## config.mk

```make
export PLATFORM = sky130hd
export DESIGN_NAME = sr_cmd_sequencer
export DESIGN_NICKNAME = d
export VERILOG_FILES = /design/src/rtl/sr_cmd_sequencer_pkg.sv /design/src/rtl/sr_cmd_sequencer_debounce.sv /design/src/rtl/sr_cmd_sequencer.sv
export SDC_FILE = /design/constraint.sdc
export NUM_CORES = 1
export LEC_CHECK = 0
export BUFFER_PORTS_ARGS = -buffer_cell sky130_fd_sc_hd__buf_4
export CAP_MARGIN = 20
export CORE_UTILIZATION = 35
export CTS_CLUSTER_SIZE = 8
export DETAILED_ROUTE_END_ITERATION = 10
export HOLD_SLACK_MARGIN = 0.03
export PLACE_DENSITY_LB_ADDON = 0.2
export SLEW_MARGIN = 30
export SYNTH_ARGS = -nofsm -noshare
export SYNTH_HDL_FRONTEND = slang
export SYNTH_HIERARCHICAL = 1
export SYNTH_SLANG_ARGS = --single-unit
```

## constraint.sdc

```tcl
create_clock -name clk -period 1.7 [get_ports clk]
set_input_delay 0.51 -clock clk [delete_from_list [all_inputs] [get_ports clk]]
set_output_delay 0.51 -clock clk [all_outputs]
set_load 0.005 [all_outputs]
```

## src/rtl/sr_cmd_sequencer_pkg.sv

```systemverilog
// rtl/sr_cmd_sequencer_pkg.sv - shared FSM states, command codes and edge decode for the SR command sequencer
package sr_cmd_sequencer_pkg;

  typedef enum logic [1:0] {
    ST_IDLE     = 2'd0,
    ST_ISSUE    = 2'd1,
    ST_WAIT_ACK = 2'd2,
    ST_HOLDOFF  = 2'd3
  } state_e;

  typedef enum logic [1:0] {
    CMD_NONE = 2'd0,
    CMD_SET  = 2'd1,
    CMD_CLR  = 2'd2
  } cmd_e;

  // Simultaneous set and clear edges cancel each other out.
  function automatic cmd_e edge_cmd(input logic set_rise, input logic clr_rise);
    if (set_rise && !clr_rise) return CMD_SET;
    if (clr_rise && !set_rise) return CMD_CLR;
    return CMD_NONE;
  endfunction

endpackage

```

## src/rtl/sr_cmd_sequencer_debounce.sv

```systemverilog
// rtl/sr_cmd_sequencer_debounce.sv - 2-flop synchroniser, debounce counter and rising-edge pulse for one request line
module sr_cmd_sequencer_debounce #(
  parameter int unsigned DEBOUNCE_CYCLES = 4
) (
  input  logic clk,
  input  logic rst_n,
  input  logic din_i,
  output logic rise_o
);

  localparam int unsigned CW = $clog2(DEBOUNCE_CYCLES + 1);
  localparam logic [CW-1:0] CNT_LAST = CW'(DEBOUNCE_CYCLES - 1);

  logic [1:0]    sync_q;
  logic          level_q;
  logic          rise_q;
  logic [CW-1:0] cnt_q;

  // cnt_q counts consecutive samples that differ from the accepted level;
  // a sample equal to the level restarts the count.
  always_ff @(posedge clk or negedge rst_n) begin
    if (!rst_n) begin
      sync_q  <= 2'b00;
      level_q <= 1'b0;
      rise_q  <= 1'b0;
      cnt_q   <= '0;
    end else begin
      sync_q <= {sync_q[0], din_i};
      rise_q <= 1'b0;
      if (sync_q[1] == level_q) begin
        cnt_q <= '0;
      end else if (cnt_q == CNT_LAST) begin
        level_q <= sync_q[1];
        rise_q  <= sync_q[1];
        cnt_q   <= '0;
      end else begin
        cnt_q <= cnt_q + CW'(1);
      end
    end
  end

  assign rise_o = rise_q;

endmodule

```

## src/rtl/sr_cmd_sequencer.sv

```systemverilog
// rtl/sr_cmd_sequencer.sv - debounced set/clear command sequencer with q feedback check for a downstream SR flop
module sr_cmd_sequencer
  import sr_cmd_sequencer_pkg::*;
#(
  parameter int unsigned DEBOUNCE_CYCLES = 4,
  parameter int unsigned HOLDOFF_CYCLES  = 2,
  parameter int unsigned ACK_TIMEOUT     = 3
) (
  input  logic clk,
  input  logic rst,
  input  logic set_req,
  input  logic clr_req,
  input  logic q_fb,
  output logic s,
  output logic r,
  output logic busy,
  output logic conflict,
  output logic ack_err
);

  // A zero holdoff still costs one transit cycle through HOLDOFF.
  localparam int unsigned HOLD_N = (HOLDOFF_CYCLES < 1) ? 1 : HOLDOFF_CYCLES;
  localparam int unsigned ACK_W  = $clog2(ACK_TIMEOUT + 1);
  localparam int unsigned HOLD_W = $clog2(HOLD_N + 1);
  localparam logic [ACK_W-1:0]  ACK_LAST  = ACK_W'(ACK_TIMEOUT - 1);
  localparam logic [HOLD_W-1:0] HOLD_LAST = HOLD_W'(HOLD_N - 1);

  logic set_rise;
  logic clr_rise;
  cmd_e new_cmd_d;
  cmd_e issue_cmd_d;
  logic ack_match_d;

  state_e             state_q;
  cmd_e               cmd_q;
  cmd_e               pend_q;
  logic [ACK_W-1:0]   ack_cnt_q;
  logic [HOLD_W-1:0]  hold_cnt_q;
  logic               s_q;
  logic               r_q;
  logic               conflict_q;
  logic               ack_err_q;

  sr_cmd_sequencer_debounce #(.DEBOUNCE_CYCLES(DEBOUNCE_CYCLES)) u_set_db (
    .clk    (clk),
    .rst_n  (rst),
    .din_i  (set_req),
    .rise_o (set_rise)
  );

  sr_cmd_sequencer_debounce #(.DEBOUNCE_CYCLES(DEBOUNCE_CYCLES)) u_clr_db (
    .clk    (clk),
    .rst_n  (rst),
    .din_i  (clr_req),
    .rise_o (clr_rise)
  );

  assign new_cmd_d   = edge_cmd(set_rise, clr_rise);
  assign issue_cmd_d = (pend_q != CMD_NONE) ? pend_q : new_cmd_d;
  assign ack_match_d = (cmd_q == CMD_SET) ? q_fb : ~q_fb;

  always_ff @(posedge clk or negedge rst) begin
    if (!rst) begin
      state_q    <= ST_IDLE;
      cmd_q      <= CMD_NONE;
      pend_q     <= CMD_NONE;
      ack_cnt_q  <= '0;
      hold_cnt_q <= '0;
      s_q        <= 1'b0;
      r_q        <= 1'b0;
      conflict_q <= 1'b0;
      ack_err_q  <= 1'b0;
    end else begin
      s_q        <= 1'b0;
      r_q        <= 1'b0;
      ack_err_q  <= 1'b0;
      conflict_q <= set_rise & clr_rise;
      // While busy the newest edge owns the one-deep slot; a conflict leaves it alone.
      if (state_q != ST_IDLE && new_cmd_d != CMD_NONE) pend_q <= new_cmd_d;
      case (state_q)
        ST_IDLE: begin
          if (issue_cmd_d != CMD_NONE) begin
            state_q <= ST_ISSUE;
            cmd_q   <= issue_cmd_d;
            s_q     <= (issue_cmd_d == CMD_SET);
            r_q     <= (issue_cmd_d == CMD_CLR);
            pend_q  <= (pend_q != CMD_NONE) ? new_cmd_d : CMD_NONE;
          end
        end
        ST_ISSUE: begin
          state_q   <= ST_WAIT_ACK;
          ack_cnt_q <= '0;
        end
        ST_WAIT_ACK: begin
          if (ack_match_d) begin
            state_q    <= ST_HOLDOFF;
            hold_cnt_q <= '0;
          end else if (ack_cnt_q == ACK_LAST) begin
            ack_err_q  <= 1'b1;
            state_q    <= ST_HOLDOFF;
            hold_cnt_q <= '0;
          end else begin
            ack_cnt_q <= ack_cnt_q + ACK_W'(1);
          end
        end
        ST_HOLDOFF: begin
          if (hold_cnt_q == HOLD_LAST) state_q <= ST_IDLE;
          else hold_cnt_q <= hold_cnt_q + HOLD_W'(1);
        end
        default: state_q <= ST_IDLE;
      endcase
    end
  end

  assign s        = s_q;
  assign r        = r_q;
  assign busy     = (state_q != ST_IDLE);
  assign conflict = conflict_q;
  assign ack_err  = ack_err_q;

endmodule

```

==> results of run 1 <==
## placed cells by master, fill, tap and decap left out, drive strengths merged, types with 2 or more instances in the layout
master | Yosys | routed
a21oi | 7 | 7
a22oi | 2 | 2
and3b | 2 | 2
buf | 1 | 24
clkbuf | 0 | 3
dfrtp | 28 | 28
ha | 12 | 12
inv | 11 | 11
mux2 | 4 | 4
mux2i | 2 | 2
nand2 | 4 | 4
nand2b | 4 | 4
nor2 | 5 | 5
nor2b | 4 | 4
nor3 | 4 | 4
nor3b | 4 | 4
o21ai | 5 | 5
o2bb2ai | 2 | 2
xnor2 | 2 | 2
## timing repair
| action | 4_1_cts | 5_1_grt |
|---|---|---|
| setup endpoints to repair | 2 | 5 |
| pin swaps | 1 | 1 |
| buffers inserted | 3 | 4 |
| gates resized for setup | 5 | 3 |
## critical path, stage by stage, from the launching register on
cell and delay (ns):
dfrtp_1 0.41, ha_1 0.22, or4_4 0.52, o221ai_2 0.10, mux2_4 0.32
## state kept, by name, summed over array words and instances (netlist names)
register,cells
hold_cnt_q,2
u_set_db/level_q,1
ack_err,1
cmd_q,2
u_clr_db/rise_o,1
u_set_db/cnt_q,3
pend_q,2
ack_cnt_q,2
conflict,1
u_set_db/rise_o,1
u_clr_db/cnt_q,3
u_clr_db/level_q,1
u_set_db/sync_q,2
u_clr_db/sync_q,2
state_q,2
s,1
r,1
## stage by stage
step | worst slack [ns] | util (%) | instance area [sq um] | power, W
finish | 0.0220 | 47.6 | 1650 | 0.00272
global route | -0.0251 | 47.6 | 1650 | 0.00295
CTS | 0.00919 | 46.4 | 1610 | 0.00269
detailed placement | 0.0108 | 43.3 | 1500 | 0.00208
global placement | 0.0409 | 43.3 | 1500 | 0.00203
floorplan | -0.0161 | - | 1330 | 0.00176
## where the power goes
group	switching (W)	internal, W
Sequential	0.000130	0.000861
Combinational	0.000535	0.000682
Clock	0.000201	0.000315
## final cells by class
cell class | instances | area (sq um) | share of cell area [%]
timing repair buffer | 24 | 188 | 11.4
tap | 46 | 57.6 | 3.48
clock buffer | 3 | 41.3 | 2.50
sequential | 28 | 701 | 42.4
multi-input combinational | 69 | 593 | 35.9
inverter | 11 | 41.3 | 2.50
clock inverter | 1 | 30.0 | 1.82
## worst paths after layout
check	from	end	cells after the start
max	u_set_db/rise_o	state_q[1]	4
min	rst	s	1
max reg2reg	u_set_db/rise_o	state_q[1]	4
min reg2reg	u_clr_db/sync_q[0]	u_clr_db/sync_q[1]	0
max in group asynchronous	rst	hold_cnt_q[0]	1
min in group clk	set_req	u_set_db/sync_q[0]	1
## metal layers
metal	GRT usage, %	part of all wire [%]	vias up
met1	13.7	45	414
met5	0	0	-
li1	-	-	424
met4	4.26	1.3	0
met2	20.5	50	15
met3	3.26	4.1	4
## kinds of logic after synthesis
family	count (synthesis)
XOR/XNOR	2
buffers and inverters	12
flip-flops	28
AND/OR/NAND/NOR	30
AO/OA/AOI/OAI	19
adder cells (fa/ha/maj)	12
multiplexers	6
==> impl_metrics.toml, run 1 <==
[final_layout]
fillCellCount = 336
fin_nets = 154
syn_to_final_growth_pct = 24.5
final_cells = 182
drive_gt1_share_pct = 34.6
antenna_cells = 0

[worst_hold_path]
hold_path.class = "in2async"

[sta]
holdWs_ns = 0.136
tns_ns = 0
relSlewSlack_pct = 76.4
fmax_mhz = 596
min_period_over_period_pct = 98.7
setup_viol = 0
skew_ns = 0.00396
rsz0062_at_grt = "true"
finalHoldViolations = 0
worstMarginPinSlew_ns = 0.354
report.final.slew_viol_count = 0
period_needed_ns = 1.68

[yosys]
syn_inst = 109
synth-simple-area-share_pct = 16.1
ys_async_sr_fraction_pct = 100
ys_seq_area_share_pct = 52.8
syn_area_per_cell_sq_um = 12.2
synth_top_family_by_area = "simple AND/OR/NAND/NOR gates"
ys_warn_count = 6
synth_seq_cells = 28
synth-compound-area-share_pct = 9.25
synth-adder-area-share_pct = 11.3
ys_top_cells_by_count = "dfrtp_1, ha_1, inv_1, a21oi_1, o21ai_0"
synth_area_leaders = "dfrtp_1, ha_1, inv_1"
synthMuxAreaShare_pct = 5.19
synth_xor_xnor_area_share_pct = 1.32
syn_nets = 126
synth_edf_count = 0
synth-main-ff-cell = "dfrtp_1"
synth_area_sq_mm = 0.00133
synth_most_common_cell = "dfrtp_1"
ys_types = 29
synth_top_cell_area_share_pct = 52.8
synth.largest_area_cell = "dfrtp_1"

[drt]
num_vias = 857
drc_errors = 0
drtIter0Drc = 21
wl_per_cell_um = 11.3
vias_per_cell = 4.71
routed_wirelength_um = 2060
firstDrtPassIters = 4
antenna_left = 0

[placement]
port_buffers = 9
gp_congestion = 0.753
dpl.hpwl_um = 1510
dp.cells = 171

[clock_network]
htreeDepth = 1
cts_buffers = 3
tritoncts = "done"
cts_root_buffer = "clkbuf_8"
clock-sinks = 28
ctsHoldBuffers = 0
max-clock-path-buffers = 2
path_clk_slew_ns = 0.09
insertion_delay_ns = 0.27

[die]
start_util_pct = 38.2
ios = 10
placement_rows = 21
die_w_um = 63.6
fp.dieH_um = 63.6
core_area_sq_mm = 0.00347
die-area_sq_mm = 0.00404

[setup_path]
arrival_ns = 1.84
critPathRequiredTime_ns = 1.86
path_max_fanout = 3
worstSetupStartpointType = "flop"
cp-end-kind = "flop"
path_class = "reg2reg"
rrSetupSlack_ns = 0.02

[pwr]
power_density_mw_per_mm2 = 1650
power.leakage_nw = 0.777
peakVddDrop_uv = 694

[run_status]
status = "complete, no violations"

[global_route]
track_usage_pct = 11.8
antenna_found_initial = 0
grt_pass1_vias = 865
grt_overflow = 0
grt_max_degree = 29
grt_pass1_wl_um = 3710

[flow_run]
cap_violations = 0
No activity file was read; power rests on OpenSTA's default activity.
==> run 2: changes to the inputs <==
--- a/config.mk
+++ b/config.mk
@@ -7,7 +7,7 @@
 export LEC_CHECK = 0
 export BUFFER_PORTS_ARGS = -buffer_cell sky130_fd_sc_hd__buf_4
 export CAP_MARGIN = 20
-export CORE_UTILIZATION = 35
+export CORE_UTILIZATION = 52
 export CTS_CLUSTER_SIZE = 8
 export DETAILED_ROUTE_END_ITERATION = 10
 export HOLD_SLACK_MARGIN = 0.03
==> impl_metrics.toml, run 2 (synthesis results as in run 1) <==
[global_route]
track_usage_pct = 20.5
grt_max_degree = 29
antenna_found_initial = 0
grt_pass1_wl_um = 3920
grt_overflow = 0
grt_pass1_vias = 896

[drt]
antenna_left = 0
wl_met1_um = 950
firstDrtPassIters = 4
wl_per_cell_um = 13.9
routed_wirelength_um = 2260
drc_errors = 0
met2WireLength_um = 1210
vias_per_cell = 5.25
num_vias = 850
top_layer = "met4"
wl_met3_um = 46
drtIter0Drc = 6

[flow_run]
cap_violations = 0

[setup_path]
path_max_fanout = 3
critPathRequiredTime_ns = 1.93
arrival_ns = 1.98
r2r_start = "state_q[0]"
worstSetupStartpointType = "flop"
r2r-end = "state_q[1]"
reg2regPathDepth = 7
cp-end-kind = "flop"
rrSetupSlack_ns = -0.05
path_class = "reg2reg"
crit_start = "state_q[0]"

[final_layout]
layout_commonest_cell = "dfrtp_1"
syn_to_final_growth_pct = 20.3
fin_nets = 152
final_cell_mix = "dfrtp_1, buf_4, ha_1, inv_1, a21oi_1"
design_area_sq_mm = 0.00160
antenna_cells = 0
drive_gt1_share_pct = 33.6
top_regs = "u_clr_db/cnt_q (3), u_set_db/cnt_q (3)"

[sta]
setup_viol = 2
relSlewSlack_pct = 75.9
skew_ns = 0.00400
fmax_mhz = 570
finalWorstSetupSlack_ns = -0.0545
finalHoldViolations = 0
min_period_over_period_pct = 103
report.final.slew_viol_count = 0
period_needed_ns = 1.75
worstMarginPinSlew_ns = 0.360
rsz0062_at_grt = "true"
tns_ns = -0.0758

[placement]
dp_slack_ns = -0.00360
port_buffers = 9
gp_congestion = 0.771
dpl.hpwl_um = 1630
placed_area_sq_mm = 0.00148

[pwr]
power.leakage_nw = 0.757
clkPwrFrac_pct = 12.5
power_frac_seq_pct = 38.0
p_int_w = 0.00170
combPwrFrac_pct = 49.5
power_density_mw_per_mm2 = 1640
switchingPower_w = 0.000919
peakVddDrop_uv = 988
finalPower_w = 0.00262
swShare_pct = 35.1

[die]
fp.dieH_um = 52.5
placement_rows = 17
die-area_sq_mm = 0.00276
die_w_um = 52.5
ios = 10
core_area_sq_mm = 0.00230
start_util_pct = 57.7

[worst_hold_path]
hold_path.class = "in2async"

[clock_network]
htreeDepth = 1
tritoncts = "done"
insertion_delay_ns = 0.32
max-clock-path-buffers = 2
path_clk_slew_ns = 0.15
cts_root_buffer = "clkbuf_4"
clock-sinks = 28
cts_buffers = 3

[run_status]
violations = "setup timing"
status = "finished, violations left"
==> run 2: power by group through the flow <==
stage	combinational, W	clock [W]	sequential (W)
finish	0.00130	0.000327	0.000996
global placement	0.00102	0	0.000996
CTS	0.00123	0.000328	0.000997
detailed placement	0.00110	0	0.00101
global route	0.00145	0.000370	0.00102
floorplan	0.000774	0	0.000983
==> run 2: worst max-delay path: stages (launching register included) <==
cell	delay [ns]
dfrtp_1	0.41
inv_2	0.10
ha_4	0.15
buf_6	0.10
nand2b_4	0.05
or4_4	0.43
o221ai_4	0.09
mux2_4	0.32
==> run 2: how the worst max path moves through the flow <==
stage | to | slack [ns] | cells after the start
2_1_floorplan | state_q[1] | -0.02 | 7
5_1_grt | state_q[1] | -0.08 | 7
4_1_cts | state_q[1] | -0.02 | 7
3_5_place_dp | state_q[1] | -0.004 | 6
6_report | state_q[1] | -0.05 | 7
3_3_place_gp | state_q[1] | 0.06 | 6
==> run 2: cell type report <==
class	count	area [sq um]
Clock buffer	4	36.3
Inverter	11	41.3
Timing Repair Buffer	22	176
Multi-Input combinational cell	69	606
Tap cell	28	35.0
Fill cell	166	702
Sequential cell	28	701
==> run 2: routing by layer <==
metal	GRT usage, %	up-vias
met5	0	-
met4	11.0	0
met3	3.77	6
met2	36.9	16
met1	22.3	406
li1	-	422
==> run 2: what timing repair did <==
action	in CTS	in global routing
hold buffers	0	0
pin swaps	1	1
setup endpoints to repair	2	6
resized for setup	7	4
setup buffers	3	2
gates cloned	0	0
==> run 2: per-stage QoR <==
stage          utilization, %  hold slack (ns)  std cells
2_1_floorplan               -            0.214        109
3_3_place_gp             64.3            0.336        153
3_5_place_dp             64.3            0.336        153
4_1_cts                  68.2           0.0765        160
5_1_grt                  69.4           0.0643        162
6_report                 69.4           0.0645        162
==> run 3: changes to the inputs <==
--- a/config.mk
+++ b/config.mk
@@ -12,6 +12,7 @@
 export DETAILED_ROUTE_END_ITERATION = 10
 export HOLD_SLACK_MARGIN = 0.03
 export PLACE_DENSITY_LB_ADDON = 0.2
+export SETUP_SLACK_MARGIN = 0.4
 export SLEW_MARGIN = 30
 export SYNTH_ARGS = -nofsm -noshare
 export SYNTH_HDL_FRONTEND = slang
==> impl_metrics.toml, run 3 (synthesis results as in run 1) <==
[clock_network]
path_clk_slew_ns = 0.15
max-clock-path-buffers = 2
tritoncts = "done"
ctsHoldBuffers = 0
insertion_delay_ns = 0.32
clock-sinks = 28
htreeDepth = 1
cts_root_buffer = "clkbuf_4"
cts_buffers = 3

[pwr]
p_int_w = 0.00198
clkPwrFrac_pct = 14.4
peakVddDrop_uv = 957
combPwrFrac_pct = 51.6
power_density_mw_per_mm2 = 1720
switchingPower_w = 0.00101
power_frac_seq_pct = 33.9
swShare_pct = 33.9
power.leakage_nw = 0.811

[final_layout]
antenna_cells = 0
fin_nets = 159
final_util_pct = 75.8
drive_gt1_share_pct = 42.6
syn_to_final_growth_pct = 31.2
final_cell_mix = "dfrtp_1, buf_4, buf_6, ha_1, inv_1"
top_regs = "u_clr_db/cnt_q (3), u_set_db/cnt_q (3)"
layout_commonest_cell = "dfrtp_1"

[sta]
period_needed_ns = 1.72
fmax_mhz = 580
relSlewSlack_pct = 76.3
finalWorstSetupSlack_ns = -0.0243
worstMarginPinSlew_ns = 0.355
finalHoldViolations = 0
min_period_over_period_pct = 101
skew_ns = 0.00867
rsz0062_at_grt = "true"
tns_ns = -0.0329
setup_viol = 2
report.final.slew_viol_count = 0

[global_route]
antenna_found_initial = 0
grt_pass1_vias = 935
grt_overflow = 0
grt_pass1_wl_um = 3980
track_usage_pct = 19.7
grt_max_degree = 29

[drt]
antenna_left = 0
num_vias = 910
wl_per_cell_um = 14.2
firstDrtPassIters = 4
drc_errors = 0
routed_wirelength_um = 2390
drtIter0Drc = 18
vias_per_cell = 5.38

[setup_path]
path_depth = 7
critPathRequiredTime_ns = 1.92
slowest_delay_ns = 0.43
crit_chain = "inv_2, ha_4, buf_6, nand2b_4, or4_4, o221ai_4, mux2_4"
worst_path_max_delay_cell = "or4_4"
reg2regPathDepth = 7
crit_start = "state_q[1]"
cp-end-kind = "flop"
path_delay_family = "simple AND/OR/NAND/NOR gates"
worst-path-buf-inv = 2
worstSetupStartpointType = "flop"
r2r_start = "state_q[1]"
path_max_fanout = 2
path_class = "reg2reg"
arrival_ns = 1.95

[placement]
dpl.hpwl_um = 1500
port_buffers = 9
gp_congestion = 0.769

[die]
core_area_sq_mm = 0.00230
die_w_um = 52.5
placement_rows = 17
die-area_sq_mm = 0.00276
start_util_pct = 57.7
ios = 10
fp.dieH_um = 52.5

[flow_run]
cap_violations = 0

[worst_hold_path]
hold_path.class = "in2async"

[run_status]
status = "finished, violations left"
violations = "setup timing"
run 3: cell count changes in the layout (fill, tap and decap cells not counted), moves of 2 or more:
cell and delta:
buf_6 +9, a21oi_1 -3, a21oi_2 +3, ha_1 -3, o21ai_0 -3, o21ai_1 +3, buf_4 -2, ha_2 +2
run 3: final cells by class:
type	instances	area [sq um]
inverters	11	43.8
fillers	141	557
repair buffers	29	263
multi-input cells	69	646
well taps	28	35.0
clock inverters	1	30.0
clock buffers	3	22.5
flip-flops and latches	28	701
run 3: path summary, 6_finish.rpt:
path	end	slack, ns
setup / recovery	state_q[1]	-0.02
hold / removal	r	0.06
setup reg to reg	state_q[1]	-0.02
hold reg to reg	u_set_db/sync_q[1]	0.37
max in group asynchronous	u_clr_db/cnt_q[2]	1.36
min in group clk	u_clr_db/sync_q[0]	0.28
run 3: power by group through the flow:
| stage | clock network (W) | logic (W) | registers, W |
|---|---|---|---|
| finish | 0.000432 | 0.00154 | 0.00102 |
| global route | 0.000473 | 0.00170 | 0.00104 |
| CTS | 0.000446 | 0.00136 | 0.00101 |
| detailed placement | 0 | 0.00108 | 0.00101 |
| global placement | 0 | 0.00103 | 0.000995 |
| floorplan | 0 | 0.000783 | 0.000983 |
run 3: per-layer routing:
| metal | share of wire (%) | routed length (um) | global-route usage, % | vias up |
|---|---|---|---|---|
| met3 | 2.8 | 66 | 3.48 | 0 |
| met1 | 43 | 1030 | 22.5 | 456 |
| met4 | 0 | 0 | 2.63 | 0 |
| met2 | 54 | 1300 | 38.4 | 18 |
| met5 | 0 | 0 | 0 | - |
| li1 | - | - | - | 436 |
run 3: repair_timing:
action                     CTS  global route
hold endpoints to repair     0             0
pin swaps                    8             5
resized for setup           24             9
setup endpoints to repair   15            17
buffers inserted             9             3
run 3: through the flow:
stage / hold slack (ns) / total power, W / instances / worst slack, ns / instance area [sq um]
2_1_floorplan: 0.214 / 0.00177 / 109 / -0.0161 / 1330
3_3_place_gp: 0.336 / 0.00202 / 153 / 0.0595 / 1480
3_5_place_dp: 0.344 / 0.00209 / 153 / -0.0113 / 1480
4_1_cts: 0.0701 / 0.00281 / 166 / -0.0280 / 1680
5_1_grt: 0.0678 / 0.00321 / 169 / -0.0759 / 1740
6_report: 0.0646 / 0.00299 / 169 / -0.0243 / 1740
